### config.mk
export PLATFORM = sky130hd
export DESIGN_NAME = instr_loader_encoder
export DESIGN_NICKNAME = d
export VERILOG_FILES = /design/src/rtl/riscv_pkg.sv /design/src/rtl/instr_word_encoder.sv /design/src/rtl/instr_loader_encoder.sv
export SDC_FILE = /design/constraint.sdc
export NUM_CORES = 1
export LEC_CHECK = 0
export CAP_MARGIN = 30
export CORE_ASPECT_RATIO = 0.7
export CORE_MARGIN = 4
export CORE_UTILIZATION = 39
export DETAILED_ROUTE_END_ITERATION = 7
export PLACE_DENSITY = 0.75
export SKIP_LAST_GASP = 1
export SYNTH_ARGS = -nofsm -noshare
export SYNTH_HDL_FRONTEND = slang
export SYNTH_SLANG_ARGS = --single-unit
### constraint.sdc
create_clock -name clk -period 1.95 [get_ports clk]
set_input_delay 0.39 -clock clk [delete_from_list [all_inputs] [get_ports clk]]
set_output_delay 0.39 -clock clk [all_outputs]
set_load 0.05 [all_outputs]
### src/rtl/riscv_pkg.sv
// Shared RV32I constants and types for the instruction loader/encoder.
package riscv_pkg;

    localparam logic [6:0] OP_R      = 7'b0110011;
    localparam logic [6:0] OP_I      = 7'b0010011;
    localparam logic [6:0] OP_LOAD   = 7'b0000011;
    localparam logic [6:0] OP_STORE  = 7'b0100011;
    localparam logic [6:0] OP_BRANCH = 7'b1100011;

    localparam logic [2:0] F3_ADD_SUB = 3'b000;
    localparam logic [2:0] F3_AND     = 3'b111;
    localparam logic [2:0] F3_OR      = 3'b110;
    localparam logic [2:0] F3_XOR     = 3'b100;
    localparam logic [2:0] F3_SLT     = 3'b010;
    localparam logic [2:0] F3_ADDI    = 3'b000;
    localparam logic [2:0] F3_LB      = 3'b000;
    localparam logic [2:0] F3_SB      = 3'b000;
    localparam logic [2:0] F3_BEQ     = 3'b000;

    localparam logic [6:0] F7_BASE = 7'b0000000;
    localparam logic [6:0] F7_SUB  = 7'b0100000;

    localparam logic [31:0] NOP_WORD = 32'h0000_0013;

    typedef enum logic [3:0] {
        K_ADD  = 4'd0,
        K_SUB  = 4'd1,
        K_AND  = 4'd2,
        K_OR   = 4'd3,
        K_XOR  = 4'd4,
        K_SLT  = 4'd5,
        K_ADDI = 4'd6,
        K_LB   = 4'd7,
        K_SB   = 4'd8,
        K_BEQ  = 4'd9
    } instr_kind_t;

    typedef enum logic [1:0] {IDLE, LOAD, FILL, DONE} loader_state_t;

endpackage

### src/rtl/instr_word_encoder.sv
// Combinational field-to-word encoder for the RV32I subset the core decodes.
module instr_word_encoder
    import riscv_pkg::*;
(
    input  logic [3:0]  kind,
    input  logic [4:0]  rd,
    input  logic [4:0]  rs1,
    input  logic [4:0]  rs2,
    input  logic [12:0] imm,
    output logic [31:0] word,
    output logic        illegal
);

    // Branch offsets are halfword aligned; bit 0 carries no information.
    logic unused_imm0;
    assign unused_imm0 = imm[0];

    always_comb begin
        word    = NOP_WORD;
        illegal = 1'b0;
        case (kind)
            K_ADD:  word = {F7_BASE, rs2, rs1, F3_ADD_SUB, rd, OP_R};
            K_SUB:  word = {F7_SUB,  rs2, rs1, F3_ADD_SUB, rd, OP_R};
            K_AND:  word = {F7_BASE, rs2, rs1, F3_AND, rd, OP_R};
            K_OR:   word = {F7_BASE, rs2, rs1, F3_OR,  rd, OP_R};
            K_XOR:  word = {F7_BASE, rs2, rs1, F3_XOR, rd, OP_R};
            K_SLT:  word = {F7_BASE, rs2, rs1, F3_SLT, rd, OP_R};
            K_ADDI: word = {imm[11:0], rs1, F3_ADDI, rd, OP_I};
            K_LB:   word = {imm[11:0], rs1, F3_LB, rd, OP_LOAD};
            K_SB:   word = {imm[11:5], rs2, rs1, F3_SB, imm[4:0], OP_STORE};
            K_BEQ:  word = {imm[12], imm[10:5], rs2, rs1, F3_BEQ,
                            imm[4:1], imm[11], OP_BRANCH};
            default: illegal = 1'b1;
        endcase
    end

endmodule

### src/rtl/instr_loader_encoder.sv
// Loads an encoded program into instruction memory from address 0, pads the
// tail with NOPs and holds the core until the image is complete.
module instr_loader_encoder
    import riscv_pkg::*;
#(
    parameter int IMEM_DEPTH = 64,
    parameter int ADDR_W     = $clog2(IMEM_DEPTH)
) (
    input  logic              clk,
    input  logic              reset,
    input  logic              start,
    input  logic              in_valid,
    output logic              in_ready,
    input  logic [3:0]        in_kind,
    input  logic [4:0]        in_rd,
    input  logic [4:0]        in_rs1,
    input  logic [4:0]        in_rs2,
    input  logic [12:0]       in_imm,
    input  logic              in_last,
    output logic              imem_we,
    output logic [ADDR_W-1:0] imem_addr,
    output logic [31:0]       imem_wdata,
    output logic              cpu_hold,
    output logic              done,
    output logic              err
);

    localparam logic [ADDR_W-1:0] LAST_ADDR = ADDR_W'(IMEM_DEPTH - 1);

    loader_state_t     state, state_n;
    logic [ADDR_W-1:0] wr_ptr;
    logic [31:0]       enc_word, wdata_n;
    logic              enc_illegal;
    logic              accept, at_last, launch, we_n, err_set, done_set;

    assign in_ready = (state == LOAD);
    assign accept   = in_valid & in_ready;
    assign at_last  = (wr_ptr == LAST_ADDR);

    instr_word_encoder u_enc (
        .kind    (in_kind),
        .rd      (in_rd),
        .rs1     (in_rs1),
        .rs2     (in_rs2),
        .imm     (in_imm),
        .word    (enc_word),
        .illegal (enc_illegal)
    );

    always_ff @(posedge clk) begin
        if (reset) state <= IDLE;
        else       state <= state_n;
    end

    always_comb begin
        state_n  = state;
        launch   = 1'b0;
        we_n     = 1'b0;
        wdata_n  = NOP_WORD;
        err_set  = 1'b0;
        case (state)
            IDLE: begin
                launch = start;
                if (start) state_n = LOAD;
            end
            LOAD: begin
                if (accept) begin
                    we_n    = 1'b1;
                    wdata_n = enc_word;
                    // Running out of memory before in_last means the program was cut short.
                    err_set = enc_illegal | (at_last & ~in_last);
                    if (at_last)      state_n = DONE;
                    else if (in_last) state_n = FILL;
                end
            end
            FILL: begin
                we_n = 1'b1;
                if (at_last) state_n = DONE;
            end
            DONE: begin
                launch = start;
                if (start) state_n = LOAD;
            end
            default: state_n = IDLE;
        endcase
        done_set = (state_n == DONE) && (state != DONE);
    end

    always_ff @(posedge clk) begin
        if (reset) begin
            wr_ptr     <= '0;
            imem_we    <= 1'b0;
            imem_addr  <= '0;
            imem_wdata <= '0;
            cpu_hold   <= 1'b1;
            done       <= 1'b0;
            err        <= 1'b0;
        end else begin
            imem_we <= we_n;
            if (we_n) begin
                imem_addr  <= wr_ptr;
                imem_wdata <= wdata_n;
                if (!at_last) wr_ptr <= wr_ptr + 1'b1;
            end
            if (launch) begin
                wr_ptr   <= '0;
                err      <= 1'b0;
                cpu_hold <= 1'b1;
                done     <= 1'b0;
            end else begin
                if (err_set) err <= 1'b1;
                // Release the core on the same edge that registers the final write.
                if (done_set) begin
                    done     <= 1'b1;
                    cpu_hold <= 1'b0;
                end
            end
        end
    end

endmodule

---- Word level (Yosys, flattened, before mapping) ----
Cells that the tools add are included.
storage, ports and cells
  bits in registers ....................... 50
  bits in latches ......................... 0
  bits in writable memories ............... 0
  ROM bits ................................ 0
  bits of input ports ..................... 37
  output and inout bits ................... 43
  memories kept ........................... 0
operators by class
  $add $sub $neg .......................... 1
  $mul .................................... 0
  divide/modulo/power cells ............... 0
  order comparisons ....................... 0
  equality and inequality tests ........... 15
  shifts and indexed selects .............. 0
  mux-type cells .......................... 15
  bitwise operators ....................... 5
  reductions and logical operators ........ 7
operators by type and width
  operator                                              count
  case mux 32 bit (10 select lines)                     1
  2-to-1 mux 32 bit                                     2
  equality test 4 x 3 -> 1 bit (second input constant)  4
  2-to-1 mux 2 bit                                      5
  OR reduction 10 bit                                   1
  equality test 4 x 2 -> 1 bit (second input constant)  2
  equality test 4 bit (second input constant)           2
  adder 6 x 1 -> 6 bit (second input constant)          1
  equality test 2 bit (second input constant)           3
  equality test 6 bit (second input constant)           1
  case mux 2 bit (3 select lines)                       1
  2-to-1 mux 1 bit                                      5
  equality test 4 x 1 -> 1 bit (second input constant)  1
  zero test 4 bit                                       1
  OR reduction 2 bit                                    2
  AND 1 bit                                             2
  equality test 2 x 1 -> 1 bit (second input constant)  1
  zero test 2 bit                                       1
  inequality test 2 bit (second input constant)         1
  NOT 1 bit                                             2
  case mux 1 bit (2 select lines)                       1
  AND reduction 2 bit                                   1
  logical AND 1 bit                                     1
  OR 1 bit                                              1

---- Depth between registers and ports, before layout ----
Gate-level depths: netlist of the first run.
  depth after elaboration ................. 6
  depth in mapped cells ................... 8

---- Hierarchy ----
From an unflattened synthesis of the first run, not the netlist that was laid out.
second synthesis, totals
  cells, all modules ...................... 271
  area total of the unflattened synthesis .. 2378.5 um^2
by module, submodules not included
  module                instances  cells an instance  area each (um^2)  sequential area each (um^2)
  instr_loader_encoder  1          212                1943.1            1001.0
  instr_word_encoder    1          59                 435.4             0.0

---- Worst setup path before layout of the first run ----
OpenSTA, ideal clock, no wires.
  path kind ............................... flip-flop to flip-flop
  start point ............................. register state[1]
  end point ............................... register imem_wdata[23]
  library setup time ...................... 0.128 ns
  arrival ................................. 1.945 ns
  data required time ...................... 1.822 ns
  path slack .............................. -0.122 ns
  cell stages (with the launch flop) ...... 9
  buffers on the path ..................... 2
  period minus slack after synthesis ...... 2.072 ns
  cells stage by stage .................... dfxtp_1 -> inv_1 -> ha_1 -> a21oi_2 -> or2_1 -> buf_2 -> buf_6 -> a222oi_1 -> nor2_1
on the way
  longest elaborated chain between the ends .. 4
RTL lines
  item                                                                  line                         RTL
  start, declared                                                       instr_loader_encoder.sv:30   loader_state_t state, state_n;
  start signal, assigned                                                instr_loader_encoder.sv:52   else state <= state_n;
  equality test 2 x 1 -> 1 bit *                                        instr_loader_encoder.sv:36   assign in_ready = (state == LOAD);
  via in_ready                                                          instr_loader_encoder.sv:13   output logic in_ready,
  AND 1 bit                                                             instr_loader_encoder.sv:37   assign accept = in_valid & in_ready;
  2-to-1 mux 1 bit or 2-to-1 mux 32 bit (tied branches)                 instr_loader_encoder.sv:67   if (accept) begin
  case mux 1 bit (2 select lines) or 2-to-1 mux 32 bit (tied branches)  instr_loader_encoder.sv:61   case (state)
  end signal, assigned                                                  instr_loader_encoder.sv:102  imem_wdata <= wdata_n;
  end, declared                                                         instr_loader_encoder.sv:22   output logic [31:0] imem_wdata,
Mark *: on every way through the listed nets, which the timed path passes. The rest lies on a longest branch.
A chain may end at the register's enable or synchronous reset.

---- Final worst setup path of the first run ----
  start point ............................. register imem_wdata[1]
  end point ............................... output imem_wdata[1]
No word-level cell between the ends.

==> results of run 1 <==
metal layers:
metal  up-vias  GRT usage [%]
met5         -              0
met3         2           7.61
met4         0           2.40
met2        75           28.0
met1       943           24.5
li1       1034              -
repair_timing:
item,in CTS,in global routing
hold buffers,0,0
gates resized for setup,0,2
endpoints found under the setup margin,0,5
endpoints found under the hold margin,0,0
final cells by class:
cell class	instances	area share (%)
clock inverter	2	0.513
timing repair buffer	103	30.8
inverter	5	0.591
tap	69	2.72
multi-input combinational	168	33.2
sequential	47	29.7
clock buffer	6	2.60
flip-flops by register name, indices dropped and copies added, names as in the netlist:
register    flops
imem_wdata     29
state           2
cpu_hold        1
done            1
err             1
imem_addr       6
wr_ptr          6
imem_we         1
synth_stat cells, types with 3 or more instances:
cell type and number:
dfxtp_1 47, nor2_1 43, nand2_1 20, a22oi_1 14, a21oi_1 13, a2bb2oi_1 8, a222oi_1 6, buf_2 6
clkbuf_1 6, ha_1 5, inv_1 5, o21ai_0 5, and3_1 4, a21oi_2 3, buf_4 3, nand2b_1 3
nand3b_1 3, nor4b_1 3
per-stage QoR:
step	total power, mW	utilization [%]	worst slack [ps]	area, um2
2_1_floorplan	1.81	-	73.1	2090
3_3_place_gp	2.28	61.7	-14.2	3060
3_5_place_dp	2.30	61.7	-66.8	3060
4_1_cts	2.91	63.6	65.9	3160
5_1_grt	3.09	63.9	3.05	3170
6_report	2.93	63.9	76.8	3170
power groups by stage:
stage	combinational (mW)	clock [mW]	sequential (mW)
floorplan	0.528	0	1.28
global placement	1.18	0	1.10
detailed placement	1.19	0	1.10
CTS	1.20	0.632	1.08
global route	1.32	0.675	1.09
finish	1.23	0.617	1.09
cell families (layout without fill, tap and decap cells):
logic type / Yosys count / in the layout
flops: 47 / 47
compound gates: 66 / 66
other cells: 1 / 2
buf+inv: 21 / 116
mux: 3 / 3
xor+xnor: 1 / 1
fa+ha+maj: 6 / 6
simple gates: 90 / 90
worst max path at each step:
stage / startpoint / endpoint / slack (ps) / cells past startpoint
after global placement: in_valid / imem_wdata[7] / -10 / 6
final: imem_wdata[1] / imem_wdata[1] / 80 / 1
after detailed placement: in_valid / imem_wdata[23] / -70 / 6
after global routing: state[1] / imem_wdata[21] / 3 / 7
after floorplan: state[1] / imem_wdata[23] / 70 / 8
after CTS: imem_wdata[1] / imem_wdata[1] / 70 / 1
==> out/metrics.cfg, run 1 <==
[outcome]
outcome=finished clean

[cts]
worstSkewPairLatency_ps=300
post_cts.repair.setup_buffers=0
cts_made_buffers=5
clk_transition_reported_paths_ps=90
max-clock-path-buffers=2
cts_tree=built
cts_htree_levels=2
clkSinkCount=47
clk_root_buffer_cell=clkbuf_8

[sta]
fin_crit_ps=1870
fin_worst_skew_ps=8.53
final.period_utilization_pct=96.1
hold_slack_ps=459
fin_tns_setup_ps=0
finalSetupViolCount=0
grt_setup_unrepaired=false
slew-limit-headroom_pct=64.6
final-hold-violation-count=0
clock.fmax_mhz=534
timing_worst_slew_pin_value_ps=529
report.final.slew_viol_count=0

[yosys]
synth_fa_ha_area_share_pct=3.49
synth_mux_area_share_pct=1.50
synth_area_um2=2080
synth_compound_gate_area_share_pct=23.7
postSynthRegisterBits=47
synthDominantCellAreaShare_pct=45.2
combinational_family_with_the_most_area_after_synthesis=compound AO/OA/AOI/OAI gates
yosys_most_used_dff=dfxtp_1
synthesis.area_per_instance_um2=8.85
synth.lib_cells_used.distinct=49
seq_area_frac_synth_pct=45.2
post_synth_main_area_contributors=dfxtp_1 (45%), nor2_1 (7.8%), a22oi_1 (5.1%)
synthCells=235
async_set_reset_flop_share_out_of_synthesis_pct=0
post_synth_and_or_nand_nor_area_fraction_pct=20.4
synth_enable_flop_cells=0
ys_warn_count=0
synth.largest_area_cell=dfxtp_1
xor_and_xnor_fraction_of_the_mapped_netlist_area_pct=0.421

[critical_path]
critical_path_required_ps=1560
critical-path-top-delay-family=buffers and inverters
crit_path_slowest_cell=clkdlybuf4s50_1
crit_path_category=flip-flop to output port
crit_fanout=3
cp-end-kind=output port
path_cells=clkdlybuf4s50_1
rr_startpoint=state[1]
cpPeakStageDelay_ps=820
r2r.worst_path.cells=7
path_buf_inv=1
worst_ep_arrival_time_ps=1480
register_to_register_path_setup_slack_ps=130
crit_path_start_kind=flip-flop
critical_path.reg2reg.endpoint=imem_wdata[22]

[power]
power.share.combinational_pct=41.9
internal_power_mw=1.86
p_per_area_nw_per_um2=924
max-vdd-ir-drop_mv=0.416
share_of_total_power_in_sequential_cells_pct=37.0
switching_power_mw=1.07
leakage_nw=1.21
swShare_pct=36.5
p_clk_share_pct=21.0

[floorplanning]
floorplan.die_area_um2=6580
std_cell_rows=21
top_level_ports=80
initial_core_util_pct=41.9
die_height_um=69.1
coreArea_um2=4970
die-width_um=95.3

[worst_hold_path]
whs_endpoint=imem_addr[1]
worstHoldPathCells=2
hold_path.startpoint=imem_addr[1]
hold_path_class=flip-flop to flip-flop

[layout]
non_filler_instance_count_after_layout=400
multiInputGateArea_um2=1050
most-common-layout-cells=clkdlybuf4s50_1 (71), dfxtp_1 (47), nor2_1 (43), buf_4 (30), nand2_1 (20)
num-nets-final=372
syn2layout_area_growth_pct=52.6
fillCellCount=439
layout_cell_share_with_drive_strength_beyond_1_pct=15.1
sequential_cell_area_um2=941
antenna-diode-count=0
final_common_cell=clkdlybuf4s50_1

[placement]
dp_hpwl_um=4640
place.detailed.instances=392
place.port_buffers=77
gp_routability_congestion=0.873

[global_route]
grt_start_max_net_pins=35
grt_first_pass_wirelength_um=9740
grt_pass1_vias=2053
globalRouteTotalUtil_pct=18.3
gr-total-overflow=0
antenna_found_initial=0

[detailed_routing]
routed.top_layer=met4
routed-via-count=2054
post_drt_wl_per_cell_um=14.9
drcViolationCount=0
viasPerCell=5.14
drt_first_pass_iters=5
met1Wirelength_um=2720
aggregate_routed_wire_length_um=5960
drt_iter0_markers=127
antenna_violating_nets_post_route=0
wl_met3_um=622
met2WireLength_um=2610

[flow_run]
drv_cap=0

Note: power is estimated with default switching activity, not from simulation.
==> run 2: changes to the inputs <==
--- a/config.mk
+++ b/config.mk
@@ -7,7 +7,6 @@
 export LEC_CHECK = 0
 export CAP_MARGIN = 30
 export CORE_ASPECT_RATIO = 0.7
-export CORE_MARGIN = 4
 export CORE_UTILIZATION = 39
 export DETAILED_ROUTE_END_ITERATION = 7
 export PLACE_DENSITY = 0.75
==> out/metrics.cfg, run 2 (synthesis results as in run 1) <==
[cts]
cts_hold_repair.buffers=0  ; unchanged
cts_made_buffers=5  ; unchanged
clk_root_buffer_cell=clkbuf_8
cts_htree_levels=2  ; unchanged
max-clock-path-buffers=2  ; unchanged
postCtsResizedCells=0  ; unchanged
cts_tree=built
clkSinkCount=47  ; unchanged
worstSkewPairLatency_ps=300  ; about the same
clk_transition_reported_paths_ps=90  ; about the same
post_cts.repair.setup_buffers=0  ; unchanged

[critical_path]
crit_path_slowest_cell=clkdlybuf4s50_1
critical-path-top-delay-family=buffers and inverters
register_to_register_path_setup_slack_ps=110  ; -20 ps
crit_path_start_kind=flip-flop
crit_fanout=2  ; -1
worst_ep_arrival_time_ps=1490  ; about the same
critical_path_required_ps=1560  ; about the same
path_buf_inv=1  ; unchanged
path_cells=clkdlybuf4s50_1
critical_path.reg2reg.endpoint=wr_ptr[4]
rr_startpoint=state[0]
r2r.worst_path.cells=6  ; -1
cpPeakStageDelay_ps=840  ; +20 ps
crit_path_category=flip-flop to output port
cp_startpoint=imem_wdata[31]
cp_depth=1  ; unchanged
cp-end-kind=output port
worst_setup_path_end=imem_wdata[31]

[floorplanning]
initial_core_util_pct=42.1  ; +0.22 points
coreArea_um2=4940  ; -0.53%
floorplan.die_area_um2=5630  ; -14%
die_height_um=63.1  ; -8.7%
top_level_ports=80  ; unchanged
std_cell_rows=21  ; unchanged
die-width_um=89.3  ; -6.3%

[global_route]
antenna_found_initial=0  ; unchanged
grt_pass1_vias=1913  ; -6.8%
grt_start_max_net_pins=29  ; -17%
grt_first_pass_wirelength_um=9040  ; -7.1%
globalRouteTotalUtil_pct=20.8  ; +2.5 points
gr-total-overflow=0  ; unchanged

[sta]
finalSetupViolCount=0  ; unchanged
final.period_utilization_pct=96.3  ; +0.27 points
fin_crit_ps=1880  ; +5.24 ps
grt_setup_unrepaired=false
report.final.slew_viol_count=0  ; unchanged
final-hold-violation-count=0  ; unchanged
timing_worst_slew_pin_value_ps=541  ; +12.7 ps
fin_worst_skew_ps=11.0  ; +2.43 ps
clock.fmax_mhz=532  ; -0.28%
slew-limit-headroom_pct=63.8  ; -0.85 points

[placement]
place.port_buffers=77  ; unchanged
gp_routability_congestion=0.823  ; -5.7%
place.detailed.instances=394  ; +0.51%
dp_hpwl_um=4310  ; -7.3%

[outcome]
outcome=finished clean

[power]
leakage_nw=1.23  ; +1.3%
max-vdd-ir-drop_mv=0.448  ; +7.6%
p_per_area_nw_per_um2=949  ; +2.8%

[layout]
non_filler_instance_count_after_layout=402  ; +0.50%
final_common_cell=clkdlybuf4s50_1
reg_top3=imem_wdata: 29 flops, imem_addr: 6 flops, wr_ptr: 6 flops
num-nets-final=374  ; +0.54%
utilization_pct=65.0  ; +1.1 points
layout_cell_share_with_drive_strength_beyond_1_pct=14.4  ; -0.69 points
syn2layout_area_growth_pct=54.5
most-common-layout-cells=clkdlybuf4s50_1 (74), dfxtp_1 (47), nor2_1 (43), buf_4 (28), nand2_1 (20)
top_register=imem_wdata
flip_flop_count_of_the_largest_register_all_copies_and_words_added=29  ; unchanged
antenna-diode-count=0  ; unchanged

[worst_hold_path]
hold_path_class=flip-flop to flip-flop

[detailed_routing]
drcViolationCount=0  ; unchanged
aggregate_routed_wire_length_um=5720  ; -4.0%
antenna_violating_nets_post_route=0  ; unchanged
drt_iter0_markers=131  ; +3.1%
drt_first_pass_iters=4  ; -1
post_drt_wl_per_cell_um=14.2  ; -4.4%
viasPerCell=5.19  ; +1.0%
routed-via-count=2085  ; +1.5%

[flow_run]
drv_cap=0  ; unchanged

## run 2: cell types whose count changed in the layout (fill, tap and decap cells not counted), sizes merged
cell / delta
clkinv: -1
clkdlybuf4s50: +3
buf: -1
clkbuf: -1
inv: +1
bufinv: +1
## run 2: worst register-to-register path: stages, from the launching register on
cell and delay, ps:
dfxtp_1 340, inv_1 60, ha_1 400, buf_4 190, nor4b_1 500, nor2_1 80
a211oi_1 210
## run 2: worst min path at each step
stage,from,endpoint,cells after the start
6_report,imem_addr[4],imem_addr[4],2
3_3_place_gp,imem_addr[4],imem_addr[4],2
2_1_floorplan,wr_ptr[1],imem_addr[1],2
3_5_place_dp,imem_addr[4],imem_addr[4],2
4_1_cts,imem_addr[4],imem_addr[4],2
5_1_grt,imem_addr[4],imem_addr[4],2
## run 2: stage by stage
step	area (um2)	setup TNS, ps	hold slack (ps)	setup WS, ps	power [mW]
2_1_floorplan	2090	0	457	73.1	1.81
3_3_place_gp	3100	-15.2	446	-9.56	2.31
3_5_place_dp	3100	-269	447	-43.3	2.33
4_1_cts	3210	0	461	60.8	3.06
5_1_grt	3210	0	475	6.97	3.20
6_report	3210	0	458	71.5	3.05
## run 2: layer usage
| layer | share of wire (%) | global-route usage [%] | vias to the layer above |
|---|---|---|---|
| li1 | - | - | 1041 |
| met1 | 50 | 30.1 | 967 |
| met3 | 8.4 | 7.73 | 4 |
| met4 | 0.47 | 5.16 | 0 |
| met2 | 41 | 28.9 | 73 |
| met5 | 0 | 0 | - |
## run 2: area by class of cell
class                   instances  area, um2
clock buffers                   5       68.8
clock inverters                 3       46.3
fillers                       435       1730
inverters                       5       18.8
multi-input cells             168       1040
flip-flops and latches         47        941
well taps                      69       86.3
repair buffers                105       1010
## run 2: report_power, final
group	switching, mW	total, mW	internal [mW]
sequential	0.0471	1.08	1.03
combinational	0.695	1.24	0.542
clock	0.346	0.732	0.386
total	1.09	3.05	1.96
==> run 3: changes to the inputs <==
--- a/config.mk
+++ b/config.mk
@@ -11,6 +11,7 @@
 export DETAILED_ROUTE_END_ITERATION = 7
 export PLACE_DENSITY = 0.75
 export SKIP_LAST_GASP = 1
+export SLEW_MARGIN = 20
 export SYNTH_ARGS = -nofsm -noshare
 export SYNTH_HDL_FRONTEND = slang
 export SYNTH_SLANG_ARGS = --single-unit
==> constraint.sdc (replaced) <==
create_clock -name clk -period 1.95 [get_ports clk]
set_input_delay 0.4875 -clock clk [delete_from_list [all_inputs] [get_ports clk]]
set_output_delay 0.4875 -clock clk [all_outputs]
set_load 0.05 [all_outputs]
==> out/metrics.cfg, run 3 (synthesis results as in run 1) <==
[critical_path]
crit_path_category=flip-flop to output port
crit_path_slowest_cell=clkdlybuf4s50_1
r2r.worst_path.cells=6  ; unchanged
crit_fanout=1  ; -1
cp-end-kind=output port
cpPeakStageDelay_ps=790  ; -50 ps
crit_path_start_kind=flip-flop
worst_ep_arrival_time_ps=1400  ; -90 ps
path_buf_inv=1  ; unchanged
rr_startpoint=state[1]
critical_path_required_ps=1460  ; -100 ps
path_cells=clkdlybuf4s50_1
register_to_register_path_setup_slack_ps=140  ; +30 ps
critical-path-top-delay-family=buffers and inverters
critical_path.reg2reg.endpoint=wr_ptr[4]

[floorplanning]
top_level_ports=80  ; unchanged
initial_core_util_pct=42.1  ; unchanged
die_height_um=63.1  ; unchanged
floorplan.die_area_um2=5630  ; unchanged
std_cell_rows=21  ; unchanged
coreArea_um2=4940  ; unchanged
die-width_um=89.3  ; unchanged

[power]
p_clk_share_pct=20.9  ; -3.1 points
internal_power_mw=1.88  ; -4.0%
swShare_pct=36.5  ; +0.84 points
leakage_nw=1.40  ; +14%
p_per_area_nw_per_um2=929  ; -2.2%
report.power.total_mw=2.96  ; -2.8%
power.share.combinational_pct=42.6  ; +2.0 points
max-vdd-ir-drop_mv=0.409  ; -8.7%
switching_power_mw=1.08  ; -0.48%
share_of_total_power_in_sequential_cells_pct=36.5  ; +1.1 points

[sta]
final.period_utilization_pct=96.6  ; +0.29 points
finalSetupViolCount=0  ; unchanged
final-hold-violation-count=0  ; unchanged
fin_worst_skew_ps=6.58  ; -4.39 ps
setup_slack_ps=65.9  ; -5.60 ps
clock.fmax_mhz=531  ; -0.30%
slew-limit-headroom_pct=66.5  ; +2.7 points
grt_setup_unrepaired=true
fin_crit_ps=1880  ; +5.60 ps
hold_slack_ps=459  ; +1.31 ps
report.final.slew_viol_count=0  ; unchanged
timing_worst_slew_pin_value_ps=502  ; -39.6 ps
fin_tns_setup_ps=0  ; unchanged

[layout]
flip_flop_count_of_the_largest_register_all_copies_and_words_added=29  ; unchanged
top_register=imem_wdata
final_common_cell=buf_4
antenna-diode-count=0  ; unchanged
final_area_um2=3190  ; -0.62%
syn2layout_area_growth_pct=53.5
num-nets-final=383  ; +2.4%
reg_top3=imem_wdata: 29 flops, imem_addr: 6 flops, wr_ptr: 6 flops
layout_cell_share_with_drive_strength_beyond_1_pct=26.6  ; +12 points
utilization_pct=64.6  ; -0.41 points
non_filler_instance_count_after_layout=411  ; +2.2%
most-common-layout-cells=buf_4 (70), dfxtp_1 (47), nor2_1 (42), clkdlybuf4s50_1 (37), nand2_1 (20)

[global_route]
grt_start_max_net_pins=27  ; -6.9%
antenna_found_initial=0  ; unchanged
globalRouteTotalUtil_pct=22.1  ; +1.3 points
grt_first_pass_wirelength_um=9590  ; +6.1%
grt_pass1_vias=2010  ; +5.1%
gr-total-overflow=0  ; unchanged

[detailed_routing]
aggregate_routed_wire_length_um=6010  ; +5.0%
drt_first_pass_iters=4  ; unchanged
drt_iter0_markers=174  ; +33%
post_drt_wl_per_cell_um=14.6  ; +2.7%
routed-via-count=2156  ; +3.4%
drcViolationCount=0  ; unchanged
viasPerCell=5.25  ; +1.1%
antenna_violating_nets_post_route=0  ; unchanged

[cts]
cts_made_buffers=5  ; unchanged
postCtsResizedCells=0  ; unchanged
post_cts.repair.setup_buffers=0  ; unchanged
clk_transition_reported_paths_ps=90  ; about the same
worstSkewPairLatency_ps=300  ; about the same
clk_root_buffer_cell=clkbuf_8
max-clock-path-buffers=2  ; unchanged
cts_hold_repair.buffers=0  ; unchanged
cts_htree_levels=2  ; unchanged
cts_tree=built
clkSinkCount=47  ; unchanged

[placement]
place.detailed.instances=403  ; +2.3%
placedInstanceArea_um2=3080  ; -0.48%
place.port_buffers=77  ; unchanged
pre_cts_slack_ps=-178  ; -135 ps
gp_routability_congestion=0.790  ; -4.0%
dp_hpwl_um=4610  ; +6.9%

[worst_hold_path]
hold_path_class=flip-flop to flip-flop
whs_endpoint=imem_addr[4]
hold_path.startpoint=imem_addr[4]
worstHoldPathCells=2  ; unchanged

[flow_run]
drv_cap=0  ; unchanged

[outcome]
outcome=finished clean

-- run 3: final cells by class --
class | instances | area [um2]
timing repair buffer | 114 | 1010
inverter | 5 | 18.8
clock buffer | 7 | 86.3
fill | 463 | 1750
tap | 69 | 86.3
sequential | 47 | 941
multi-input combinational | 168 | 1040
clock inverter | 1 | 8.76
-- run 3: power groups by stage --
stage	logic [mW]	clock network [mW]	registers [mW]
CTS	1.26	0.631	1.08
detailed placement	1.25	0	1.10
global route	1.36	0.678	1.09
finish	1.26	0.618	1.08
global placement	1.23	0	1.10
floorplan	0.528	0	1.28
-- run 3: metal layers --
metal	up-vias	track usage (%)	wire length (um)
met1	1008	30.8	2840
li1	1056	-	-
met5	-	0	0
met3	8	7.60	516
met4	0	4.17	55
met2	84	33.1	2590
-- run 3: worst max-delay path by stage --
stage	startpoint	end	slack, ps	cells after the start
2_1_floorplan	state[1]	imem_wdata[23]	70	8
3_3_place_gp	in_valid	wr_ptr[4]	-110	7
3_5_place_dp	in_valid	imem_wdata[7]	-180	6
4_1_cts	imem_wdata[18]	imem_wdata[18]	10	1
5_1_grt	state[0]	imem_wdata[23]	-40	8
6_report	imem_we	imem_we	70	1
